[src/rtl/expr_pkg.sv]
// expr_pkg -- shared definitions for the ASCII expression evaluator and the
// upstream character-level recognizer.
//   * ASCII constants for the legal character classes
//   * one-hot FSM state encoding
package expr_pkg;

  localparam logic [7:0] CH_0    = 8'd48;
  localparam logic [7:0] CH_9    = 8'd57;
  localparam logic [7:0] CH_PLUS = 8'd43;
  localparam logic [7:0] CH_MUL  = 8'd42;

  // One-hot parser state: waiting for a digit, waiting for an operator,
  // or stuck in the syntax-error state.
  typedef enum logic [2:0] {
    EXP_DIG = 3'b001,
    EXP_OP  = 3'b010,
    ERR     = 3'b100
  } state_e;

endpackage : expr_pkg

[src/rtl/expr_eval_if.sv]
// expr_eval_if -- character stream in, evaluation status out.
//   restart  : synchronous clear, wins over in_valid
//   in_valid : 'in' is consumed on this clock edge
//   in       : ASCII character
//   result   : S + P of the expression so far (mod 2^W)
//   valid    : result belongs to a complete, well-formed expression
//   err      : sticky syntax error
//   ovf      : sticky arithmetic wrap
// master = character source, slave = evaluator.
interface expr_eval_if #(
  parameter int W = 16
);
  logic         restart;
  logic         in_valid;
  logic [7:0]   in;
  logic [W-1:0] result;
  logic         valid;
  logic         err;
  logic         ovf;

  modport master (
    output restart, in_valid, in,
    input  result, valid, err, ovf
  );

  modport slave (
    input  restart, in_valid, in,
    output result, valid, err, ovf
  );
endinterface : expr_eval_if

[src/rtl/ascii_class.sv]
// ascii_class -- purely combinational character classifier, shared with the
// upstream recognizer.
//   in_i       : ASCII character
//   is_digit_o : '0'..'9'
//   is_plus_o  : '+'
//   is_mul_o   : '*'
//   dval_o     : digit value 0..9 (0 when not a digit)
module ascii_class
  import expr_pkg::*;
(
  input  logic [7:0] in_i,
  output logic       is_digit_o,
  output logic       is_plus_o,
  output logic       is_mul_o,
  output logic [3:0] dval_o
);

  logic [7:0] offset;

  assign offset     = in_i - CH_0;
  assign is_digit_o = (in_i >= CH_0) && (in_i <= CH_9);
  assign is_plus_o  = (in_i == CH_PLUS);
  assign is_mul_o   = (in_i == CH_MUL);
  assign dval_o     = is_digit_o ? offset[3:0] : 4'd0;

endmodule : ascii_class

[src/rtl/expr_eval.sv]
// expr_eval -- streaming evaluator for "digit (op digit)*" with op in {+,*},
// '*' binding tighter than '+'. One character per accepted cycle, result
// visible one cycle after the character is sampled.
//   clk : rising-edge clock
//   clr : asynchronous, active-high reset
//   bus : expr_eval_if slave (character stream in, result/flags out)
// Datapath: S holds the sum of closed terms, P the open product term, mul
// marks that the next digit multiplies into P instead of starting it.
module expr_eval
  import expr_pkg::*;
#(
  parameter int W = 16
) (
  input  logic        clk,
  input  logic        clr,
  expr_eval_if.slave  bus
);

  logic       is_digit;
  logic       is_plus;
  logic       is_mul;
  logic [3:0] dval;

  ascii_class u_class (
    .in_i       (bus.in),
    .is_digit_o (is_digit),
    .is_plus_o  (is_plus),
    .is_mul_o   (is_mul),
    .dval_o     (dval)
  );

  state_e       state_q, state_d;
  logic [W-1:0] s_q, s_d;
  logic [W-1:0] p_q, p_d;
  logic         mul_q, mul_d;
  logic         ovf_q, ovf_d;

  // Full-width intermediates: the bits above W are the wrap indicators.
  logic [W+3:0] prod;
  logic [W:0]   sum;

  assign prod = {4'd0, p_q} * {{W{1'b0}}, dval};
  assign sum  = {1'b0, s_q} + {1'b0, p_q};

  // NOTE: every state register is written with <= so all of them update from
  // the same pre-edge values; blocking here would chain S/P updates in order.
  always_ff @(posedge clk or posedge clr) begin
    if (clr) begin
      state_q <= EXP_DIG;
      s_q     <= '0;
      p_q     <= '0;
      mul_q   <= 1'b0;
      ovf_q   <= 1'b0;
    end else begin
      state_q <= state_d;
      s_q     <= s_d;
      p_q     <= p_d;
      mul_q   <= mul_d;
      ovf_q   <= ovf_d;
    end
  end

  // NOTE: all next-state signals are given a hold default before any branch,
  // so no path leaves one unassigned and no latch is inferred.
  always_comb begin
    state_d = state_q;
    s_d     = s_q;
    p_d     = p_q;
    mul_d   = mul_q;
    ovf_d   = ovf_q;

    if (bus.restart) begin
      state_d = EXP_DIG;
      s_d     = '0;
      p_d     = '0;
      mul_d   = 1'b0;
      ovf_d   = 1'b0;
    end else if (bus.in_valid) begin
      unique case (state_q)
        EXP_DIG: begin
          if (is_digit) begin
            if (mul_q) begin
              p_d = prod[W-1:0];
              if (|prod[W+3:W]) ovf_d = 1'b1;
            end else begin
              p_d = {{(W-4){1'b0}}, dval};
            end
            state_d = EXP_OP;
          end else begin
            state_d = ERR;
          end
        end
        EXP_OP: begin
          if (is_plus) begin
            s_d     = sum[W-1:0];
            p_d     = '0;
            mul_d   = 1'b0;
            if (sum[W]) ovf_d = 1'b1;
            state_d = EXP_DIG;
          end else if (is_mul) begin
            mul_d   = 1'b1;
            state_d = EXP_DIG;
          end else begin
            state_d = ERR;
          end
        end
        // ERR absorbs everything; datapath and flags stay frozen.
        ERR:     state_d = ERR;
        default: state_d = ERR;
      endcase
    end
  end

  assign bus.result = sum[W-1:0];
  assign bus.valid  = (state_q == EXP_OP);
  assign bus.err    = (state_q == ERR);
  assign bus.ovf    = ovf_q;

endmodule : expr_eval
[src/flat_wrapper.sv]
// flat-port wrapper written by rule: the top's interface ports become plain ports
module expr_eval_flat import expr_pkg::*;
#(
  parameter int W = 16
)
  (clk, clr, bus_restart, bus_in_valid, bus_in, bus_result, bus_valid, bus_err, bus_ovf);
  expr_eval_if #(.W(W)) bus_i ();
  input  logic clk;
  input  logic clr;
  input wire logic [$bits(bus_i.restart)-1:0] bus_restart;
  input wire logic [$bits(bus_i.in_valid)-1:0] bus_in_valid;
  input wire logic [$bits(bus_i.in)-1:0] bus_in;
  output wire logic [$bits(bus_i.result)-1:0] bus_result;
  output wire logic [$bits(bus_i.valid)-1:0] bus_valid;
  output wire logic [$bits(bus_i.err)-1:0] bus_err;
  output wire logic [$bits(bus_i.ovf)-1:0] bus_ovf;
  assign bus_i.restart = bus_restart;
  assign bus_i.in_valid = bus_in_valid;
  assign bus_i.in = bus_in;
  assign bus_result = bus_i.result;
  assign bus_valid = bus_i.valid;
  assign bus_err = bus_i.err;
  assign bus_ovf = bus_i.ovf;
  expr_eval #(.W(W)) u_core (.clk(clk), .clr(clr), .bus(bus_i));
endmodule
[config.mk]
export PLATFORM = sky130hd
export DESIGN_NAME = expr_eval_flat
export DESIGN_NICKNAME = d
export VERILOG_FILES = /design/src/rtl/expr_pkg.sv /design/src/rtl/expr_eval_if.sv /design/src/rtl/ascii_class.sv /design/src/rtl/expr_eval.sv /design/src/flat_wrapper.sv
export SDC_FILE = /design/constraint.sdc
export NUM_CORES = 1
export LEC_CHECK = 0
export CAP_MARGIN = 15
export CORE_MARGIN = 2
export CORE_UTILIZATION = 43
export CTS_BUF_LIST = sky130_fd_sc_hd__clkbuf_8
export DETAILED_ROUTE_END_ITERATION = 10
export GPL_ROUTABILITY_DRIVEN = 0
export PLACE_DENSITY = 0.67
export REMOVE_ABC_BUFFERS = 1
export SYNTH_ARGS = -nofsm -noshare
export SYNTH_HDL_FRONTEND = slang
export SYNTH_SLANG_ARGS = --single-unit
export TNS_END_PERCENT = 10
[constraint.sdc]
create_clock -name clk -period 4.8 [get_ports clk]
set_input_delay 1.44 -clock clk [delete_from_list [all_inputs] [get_ports clk]]
set_output_delay 1.44 -clock clk [all_outputs]
set_load 0.02 [all_outputs]
; ---- Word level (Yosys, flattened, before mapping)
; Index checks and enable logic that the tools add are counted.
[op_classes]
eq_ne = 10
n_reduce_logical = 11
mul = 1
add_sub_neg = 2
order_cmp = 2
mux = 30
[ops]
columns = op, n
row1 = 2-to-1 mux 16 bit, 9
row2 = one-hot mux 16 bit (2 select lines), 1
row3 = multiplier 16 x 4 -> 20 bit, 1
row4 = adder 16 x 16 -> 17 bit, 1
row5 = "equality test 8 x 6 -> 1 bit, second input constant", 2
row6 = 2-to-1 mux 3 bit, 5
row7 = 2-to-1 mux 1 bit, 12
row8 = "inequality test 3 x 2 -> 1 bit, second input constant", 4
row9 = "greater-or-equal comparator 8 x 6 -> 1 bit, second input constant", 1
row10 = "<= comparator 8 x 6 -> 1 bit, second input constant", 1
row11 = AND reduction 7 bit, 1
row12 = one-hot mux 3 bit (2 select lines), 1
row13 = AND reduction 3 bit, 2
row14 = nonzero test 2 bit, 3
row15 = nonzero test 3 bit, 2
row16 = 2-to-1 mux 4 bit, 1
row17 = AND reduction 4 bit, 1
row18 = OR reduction 4 bit, 1
row19 = "subtractor 4 x 1 -> 4 bit, second input constant", 1
row20 = "equality test 3 x 1 -> 1 bit, second input constant", 1
row21 = "equality test 3 x 2 -> 1 bit, second input constant", 1
row22 = "equality test 3 bit, second input constant", 1
row23 = "inequality test 3 bit, second input constant", 1
row24 = one-hot mux 1 bit (2 select lines), 1
row25 = logical AND 1 bit, 1
[word_totals]
word_cells = 61
in_bits = 12
reg_bits = 37

; ---- Depth between registers and ports, before layout
; Gate-level depths: netlist (run 1).
[logic_depth]
word_depth = 11
ltp_mapped = 18
depth_no_buf = 16

; ---- Cells and area by module
; From an unflattened synthesis (run 1), not the netlist that was laid out.
[unflattened]
hier_cells = 496
area_unflattened_um2 = 4299.1
[modules_own_cells]
columns = mod, instances, seq_area_each_um2, cells_per_inst, area_each_um2
row1 = expr_eval, 1, 927.1, 484, 4216.5
row2 = ascii_class, 1, 0.0, 12, 82.6

; ---- Worst setup path after synthesis (run 1)
; OpenSTA, ideal clock, no wires.
[synth_path]
path_kind = input port to flip-flop
startpoint = in bus_in[7]
endpoint = reg u_core.ovf_q, in the netlist u_core.bus.ovf
n_path_buf = 1
path_slack_ns = -0.518
t_required_ns = 4.670
setup_ns = 0.130
stages = 17
t_arrival_ns = 5.188
path_cell_list = nor3b_2 > and3_1 > clkbuf_1 > and2_1 > nand2_1 > fa_1 > inv_1 > fa_1 > fa_1 > a211oi_2 > o21ai_1 > nand4_1 > a31oi_1 > and2_1 > a221oi_1 > xor2_1 > a31oi_1
[synth_between]
elab_chain_cells = 7
[synth_lines]
columns = item, line_no
row1 = from (decl), flat_wrapper.sv:12  ; input wire logic [$bits(bus_i.in)-1:0] bus_in;
row2 = greater-or-equal comparator 8 x 6 -> 1 bit or <= comparator 8 x 6 -> 1 bit (tied branches), ascii_class.sv:21  ; assign is_digit_o = (in_i >= CH_0) && (in_i <= CH_9);
row3 = logical AND 1 bit, ascii_class.sv:21
row4 = 2-to-1 mux 4 bit, ascii_class.sv:24  ; assign dval_o = is_digit_o ? offset[3:0] : 4'd0;
row5 = multiplier 16 x 4 -> 20 bit, expr_eval.sv:42  ; assign prod = {4'd0, p_q} * {{W{1'b0}}, dval};
row6 = OR reduction 4 bit, expr_eval.sv:84  ; if (|prod[W+3:W]) ovf_d = 1'b1;
row7 = inequality test 3 x 2 -> 1 bit (no source line), -
row8 = AND reduction 7 bit (no source line) *, -
row9 = to (signal assigned), expr_eval.sv:59  ; ovf_q <= ovf_d;
row10 = to (decl), expr_eval.sv:36  ; logic ovf_q, ovf_d;
; Every way passes the cells marked *; elsewhere a longest branch is shown, timed or not.
; A chain may end at the register's enable or synchronous reset.

; ---- Worst setup path in the final report (run 1)
[layout_path]
startpoint = in bus_in[6]
endpoint = reg u_core.ovf_q, in the netlist u_core.bus.ovf
; Same word-level chain as after synthesis.

==> results of run 1 <==
-- stage by stage --
step	hold slack (ns)	setup TNS (ns)	utilization (%)	cell area, µm²	instances
2_1_floorplan	0.453	-3.66	-	4180	480
3_3_place_gp	0.469	-6.54	51.7	5030	692
3_5_place_dp	0.481	-7.28	51.7	5030	692
4_1_cts	0.499	-0.0295	58.0	5640	714
5_1_grt	0.536	-0.959	58.4	5680	715
6_report	0.494	-0.258	58.4	5680	715
-- routing by layer --
layer / track usage (%) / vias to the layer above
met5: 0 / -
li1: - / 1881
met4: 7.14 / 0
met1: 30.6 / 1964
met2: 40.0 / 117
met3: 3.15 / 21
-- layout make-up --
class | instances | area (µm²) | share of cell area (%)
inverter | 59 | 221 | 3.90
clock inverter | 3 | 13.8 | 0.242
sequential | 37 | 927 | 16.3
clock buffer | 5 | 68.8 | 1.21
timing repair buffer | 94 | 885 | 15.6
multi-input combinational | 384 | 3400 | 59.9
tap | 133 | 166 | 2.93
-- path summary, 6_finish.rpt --
| kind | from | end | slack (ns) |
|---|---|---|---|
| max | bus_in[6] | u_core.bus.ovf$_DFFE_PP0P_ | -0.13 |
| min | u_core.s_q[15]$_DFFE_PP0P_ | u_core.s_q[15]$_DFFE_PP0P_ | 0.49 |
| max reg2reg | u_core.p_q[1]$_DFFE_PP0P_ | u_core.bus.ovf$_DFFE_PP0P_ | 1.30 |
| min reg2reg | u_core.s_q[15]$_DFFE_PP0P_ | u_core.s_q[15]$_DFFE_PP0P_ | 0.49 |
| max in group asynchronous | clr | u_core.state_q[0]$_DFFE_PP1N_ | 2.39 |
| min in group asynchronous | clr | u_core.s_q[6]$_DFFE_PP0P_ | 1.57 |
-- cells by family (layout without fill, tap and decap cells) --
group           after synthesis  count (layout)
compound gates              108             108
xor+xnor                     26              26
fa+ha+maj                    69              69
buf+inv                      76             161
flops                        37              37
mux                           3               3
simple gates                178             178
-- power by group through the flow --
stage / clock (mW) / combinational [mW] / sequential (mW)
4_1_cts: 0.241 / 0.0894 / 0.320
3_3_place_gp: 0 / 0.0796 / 0.326
6_report: 0.237 / 0.0903 / 0.320
5_1_grt: 0.251 / 0.0967 / 0.321
3_5_place_dp: 0 / 0.0806 / 0.326
2_1_floorplan: 0 / 0.0350 / 0.326
-- Yosys cell counts (2+ instances only) --
| cell | number | area share [%] |
|---|---|---|
| buf_6 | 2 | 0.53 |
| clkbuf_1 | 12 | 1.1 |
| a221oi_1 | 2 | 0.41 |
| nand2_1 | 59 | 5.2 |
| nor3_1 | 10 | 1.2 |
| nand4_1 | 2 | 0.29 |
| and3_1 | 47 | 6.9 |
| nand3_1 | 10 | 1.2 |
| xor2_1 | 13 | 2.7 |
| fa_1 | 29 | 14 |
| inv_1 | 59 | 5.2 |
| dfrtp_1 | 36 | 21 |
| xnor2_1 | 13 | 2.7 |
| o2111ai_1 | 2 | 0.41 |
| a21o_1 | 9 | 1.6 |
| a21oi_1 | 27 | 3.2 |
| ha_1 | 40 | 12 |
| o221ai_1 | 2 | 0.41 |
| o21ai_1 | 8 | 0.94 |
| o21bai_1 | 5 | 0.88 |
| and2_1 | 6 | 0.88 |
| or3_1 | 4 | 0.59 |
| a21oi_2 | 2 | 0.41 |
| nor2b_1 | 4 | 0.59 |
| a31oi_1 | 3 | 0.44 |
| mux2i_1 | 3 | 0.70 |
| buf_2 | 2 | 0.23 |
| nand2b_1 | 8 | 1.2 |
| o21ai_2 | 2 | 0.41 |
| a22o_1 | 9 | 1.8 |
| nor2_1 | 14 | 1.2 |
| nor3b_1 | 3 | 0.53 |
| o21ai_0 | 23 | 2.7 |
| or2_2 | 2 | 0.29 |
-- critical path: stages --
cell	delay (ns)
buf_6	0.09
nor3b_2	0.15
buf_4	0.15
and3_4	0.29
and2_4	0.18
nand2_2	0.06
fa_1	0.55
inv_1	0.06
fa_1	0.48
ha_1	0.34
a21oi_2	0.22
o211ai_2	0.13
o221ai_2	0.24
o21ai_4	0.10
a221oi_2	0.30
nor3b_1	0.10
a31oi_1	0.15
a31oi_1	0.10
-- sequential cells by signal (all words and copies together) (netlist names) --
signal,cells
u_core.p_q,16
u_core.s_q,16
u_core.state_q,3
u_core.bus.ovf,1
u_core.mul_q,1
-- repair_timing --
action,CTS,global route
resized for setup,103,8
pin swaps,52,4
buffers inserted,12,1
endpoints found under the setup margin,10,7
gates cloned,3,0
-- cells in the final DEF, fill, tap and decap left out, types with 7 or more instances in the layout --
master	instances
a21o_1	9
a21oi_1	22
a21oi_2	7
a22o_1	9
and3_1	31
and3_4	16
buf_4	54
clkdlybuf4s50_1	22
dfrtp_1	36
fa_1	28
ha_1	30
ha_4	10
inv_1	52
inv_2	8
nand2_1	57
nand2b_1	8
nand3_1	9
nor2_1	12
nor3_1	8
o21ai_0	17
o21ai_1	11
xnor2_1	12
xor2_1	13
==> impl_metrics.yaml, run 1 <==
floorplan:
  die_h_um: 104
  die_x_um: 104
  num_rows: 36
  dieArea_um2: 10800
  core_um2: 9730
  ioPinCount: 31
  initial_utilization_pct: 43.9
power:
  p_per_area_nw_per_um2: 114
  peakVddDrop_mv: 0.0989
  leakagePower_nw: 2.81
  finalPower_mw: 0.648
  switchingPower_mw: 0.194
  power.share.switching_pct: 29.9
  seqPwrFrac_pct: 49.5
  intPower_mw: 0.454
  comb_power_share_pct: 13.9
  clock_power_share_pct: 36.6
global_routing:
  grt_usage_pct: 23.3
  grt_first_pass_wirelength_mm: 20.4
  grt_remaining_overflow: 0
  antenna_found_initial: 0
  grt_max_degree: 26
  first_global_vias: 4151
synth:
  yosysWarnings: 0
  synth_top_family_by_area: "adder cells"
  ys_seq_area_share_pct: 21.7
  synthCells: 497
  yosys.area_share.simple_pct: 21.8
  avgSynthCellArea_um2: 8.60
  syn-cell-area_um2: 4270
  synthXorXnorAreaFrac_pct: 5.33
  synth_edf_count: 0
  synth_top_flop_cell: "dfrtp_1"
  async_reset_ff_share_pct: 100
  synth_compound_area_share_pct: 17.8
  ys_seq_elements: 37
  synthAdderAreaFrac_pct: 25.3
  synth.mux.area_fraction_pct: 0.703
  synth.distinct_cells: 59
layout:
  fill_cells: 843
  final_nets: 662
  drive_gt1_share_pct: 27.1
  areaGrowthSynthToFinish_pct: 33.0
  num_antenna_cells: 0
clocking:
  cts_hold_buf: 0
  root_buffer: "clkbuf_8"
  h-tree-depth: 2
  clk_latency_ns: 0.30
  cts_inserted_buffers: 5
  clk_pin_slew_ns: 0.09
  cts_tree: "done"
  cts_buffer_depth: 2
  clock_sinks: 37
critical_path:
  rr_worst_depth: 13
  startpoint_type: "input pin"
  cp.required_ns: 4.99
  crit_fanout: 8
  cp-end-kind: "register"
  worstSetupPathType: "in2reg"
  crit_arrival_ns: 5.12
detailed_routing:
  drt-pass1-iter-count: 4
  wl_mm: 12.2
  drt_iter0_drc: 211
  met3_length_um: 608
  top_layer_used: "met4"
  post_drt_wl_per_cell_um: 17.0
  drt-met1-wl_mm: 5.29
  vias: 3983
  drc_errors: 0
  final_antenna_net_count: 0
  wl_met2_mm: 6.05
  viasPerCell: 5.57
timing:
  skew_ns: 0.00706
  max_freq_mhz: 203
  rsz0062_at_grt: "yes"
  setup_viol: 4
  slew_headroom_pct: 48.0
  setup_ws_ns: -0.133
  final.min_clock_period_ns: 4.93
  slew_viol_final: 0
  fin_crit_sh_pct: 103
  hold_viol: 0
  worst_slew_pin_slew_ns: 0.780
min_path:
  hold_class: "reg2reg"
  holdPathStages: 2
flow_run:
  drv_cap: 0
status:
  violations: "setup timing"
  status: "finished with violations"
placed_design:
  dp_worst_setup_slack_ns: -1.03
  portBuffers: 30
  hpwl_mm: 8.58
Power figures use the tool's default switching activity.
==> run 2: changes to the inputs <==
- REMOVE_ABC_BUFFERS: 1 -> unset
==> run 2 against run 1 <==
The flow now finishes without violations. Flip-flop and latch count stayed put. Critical endpoint unchanged. Die area stayed put. Largest power group unchanged. Largest cell class unchanged. Critical path type unchanged. Utilization is 1.3 points lower. Fmax is 2.8% higher.
==> impl_metrics.yaml, run 2 (synthesized netlist as in run 1, its figures left out) <==
layout:
  drive_gt1_share_pct: 25.1
  fill_cells: 908
  multi_input_area_um2: 3330
  largest_registers: "u_core.p_q x16, u_core.s_q x16, u_core.state_q x3"
  area.sequential_um2: 927
  layout_commonest_cell: "buf_4"
  num_antenna_cells: 0
  final_cell_mix: "buf_4, inv_1, nand2_1"
  areaGrowthSynthToFinish_pct: 30.1
  final_nets: 665
floorplan:
  initial_utilization_pct: 43.9
  ioPinCount: 31
  num_rows: 36
  die_h_um: 104
  die_x_um: 104
  dieArea_um2: 10800
  core_um2: 9730
critical_path:
  crit_fanout: 4
  cp.required_ns: 4.99
  cp-end-kind: "register"
  worstSetupPathType: "in2reg"
  slowest_stage: "fa_1"
  path_cells: "buf_6, nor3b_4, and3_4, buf_6, and2_4, nand2_4, fa_1, inv_1, fa_2, fa_2, a211oi_4, o21ai_2, nand4_1, a31oi_2, and2_4, a221oi_2, xor2_1, a31oi_1"
  startpoint_type: "input pin"
  cpPeakStageDelay_ns: 0.54
  crit_arrival_ns: 4.99
timing:
  skew_ns: 0.00586
  setup_viol: 0
  hold_viol: 0
  final.min_clock_period_ns: 4.80
  fin_crit_sh_pct: 100
  rsz0062_at_grt: "yes"
  slew_viol_final: 0
  tns_ns: 0
  holdWs_ns: 0.488
  worst_slew_pin_slew_ns: 0.771
  max_freq_mhz: 208
  slew_headroom_pct: 48.5
power:
  leakagePower_nw: 2.85
  peakVddDrop_mv: 0.145
  p_per_area_nw_per_um2: 115
min_path:
  hold_class: "reg2reg"
clocking:
  clock_sinks: 37
  clk_latency_ns: 0.30
  cts_hold_buf: 0
  cts_buffer_depth: 2
  root_buffer: "clkbuf_8"
  cts_inserted_buffers: 5
  cts_tree: "done"
  h-tree-depth: 2
  clk_pin_slew_ns: 0.09
global_routing:
  use_met2_pct: 38.4
  use_met1_pct: 29.0
  grt_max_degree: 38
  grt_first_pass_wirelength_mm: 19.6
  busiest_layer: "met2"
  first_global_vias: 4126
  grt.met3_usage_pct: 3.65
  antenna_found_initial: 0
  grt_usage_pct: 22.2
  grt_remaining_overflow: 0
detailed_routing:
  drt-pass1-iter-count: 4
  viasPerCell: 5.39
  drc_errors: 0
  vias: 3869
  wl_mm: 11.3
  final_antenna_net_count: 0
  drt_iter0_drc: 171
  post_drt_wl_per_cell_um: 15.7
placed_design:
  hpwl_mm: 8.49
  portBuffers: 30
synth:
  synthesis.nets: 578
status:
  status: "finished, final reports clean"
flow_run:
  drv_cap: 0
-- run 2: cell types whose count changed in the layout (fill, tap and decap cells not counted), moves of 3 or more --
cell	delta
fa_1	-3
buf_4	+9
buf_16	-3
inv_2	-4
and3_4	-10
inv_1	+4
buf_12	-3
and3_1	+10
fa_2	+3
-- run 2: cell type report --
| cell class | instances | share of cell area (%) |
|---|---|---|
| Inverter | 59 | 3.98 |
| Clock inverter | 3 | 0.248 |
| Clock buffer | 5 | 1.24 |
| Tap cell | 133 | 2.99 |
| Sequential cell | 37 | 16.7 |
| Timing Repair Buffer | 97 | 14.9 |
| Multi-Input combinational cell | 384 | 59.9 |
-- run 2: routing by layer --
| metal | routed length [µm] | vias to the layer above | share of wire [%] |
|---|---|---|---|
| met4 | 258 | 0 | 2.3 |
| met1 | 5120 | 1889 | 45 |
| li1 | - | 1890 | - |
| met2 | 5560 | 66 | 49 |
| met3 | 323 | 24 | 2.9 |
| met5 | 0 | - | 0 |
-- run 2: timing repair --
action | 4_1_cts | 5_1_grt
setup buffers | 13 | 2
resized for setup | 44 | 20
pin swaps | 21 | 29
endpoints found under the setup margin | 8 | 7
gates cloned | 1 | 0
-- run 2: path summary, 6_finish.rpt --
kind / to / depth (start not counted) / startpoint / slack (ns)
min reg2reg: u_core.s_q[3]$_DFFE_PP0P_ / 2 / u_core.s_q[3]$_DFFE_PP0P_ / 0.49
max in group asynchronous: u_core.state_q[0]$_DFFE_PP1N_ / 3 / clr / 2.89
max reg2reg: u_core.bus.ovf$_DFFE_PP0P_ / 14 / u_core.p_q[6]$_DFFE_PP0P_ / 1.33
min in group asynchronous: u_core.state_q[1]$_DFFE_PP0N_ / 3 / clr / 1.56
max: u_core.bus.ovf$_DFFE_PP0P_ / 18 / bus_in[6] / 0.0004
min: u_core.s_q[3]$_DFFE_PP0P_ / 2 / u_core.s_q[3]$_DFFE_PP0P_ / 0.49
-- run 2: per-stage QoR --
stage / setup slack (ns) / power [mW] / instances / area [µm²] / utilization, %
6_report: 0.000355 / 0.638 / 718 / 5560 / 57.2
4_1_cts: -0.0897 / 0.636 / 716 / 5480 / 56.3
3_3_place_gp: -0.686 / 0.404 / 694 / 5200 / 53.4
5_1_grt: -0.170 / 0.663 / 718 / 5560 / 57.2
3_5_place_dp: -0.787 / 0.405 / 694 / 5200 / 53.4
2_1_floorplan: -0.0482 / 0.370 / 497 / 4480 / -
-- run 2: power breakdown --
part | switching (mW) | internal, mW
Sequential | 0.00446 | 0.316
Combinational | 0.0481 | 0.0376
Clock | 0.133 | 0.0990
Total | 0.186 | 0.453
-- run 2: worst max-delay path, delay by kind of cell --
family / cells / cell delay, ns
adder cells (fa/ha/maj): 3 / 1.39
AO/OA/AOI/OAI: 5 / 0.80
buffers and inverters: 3 / 0.25
XOR/XNOR: 1 / 0.17
AND/OR/NAND/NOR: 6 / 0.92
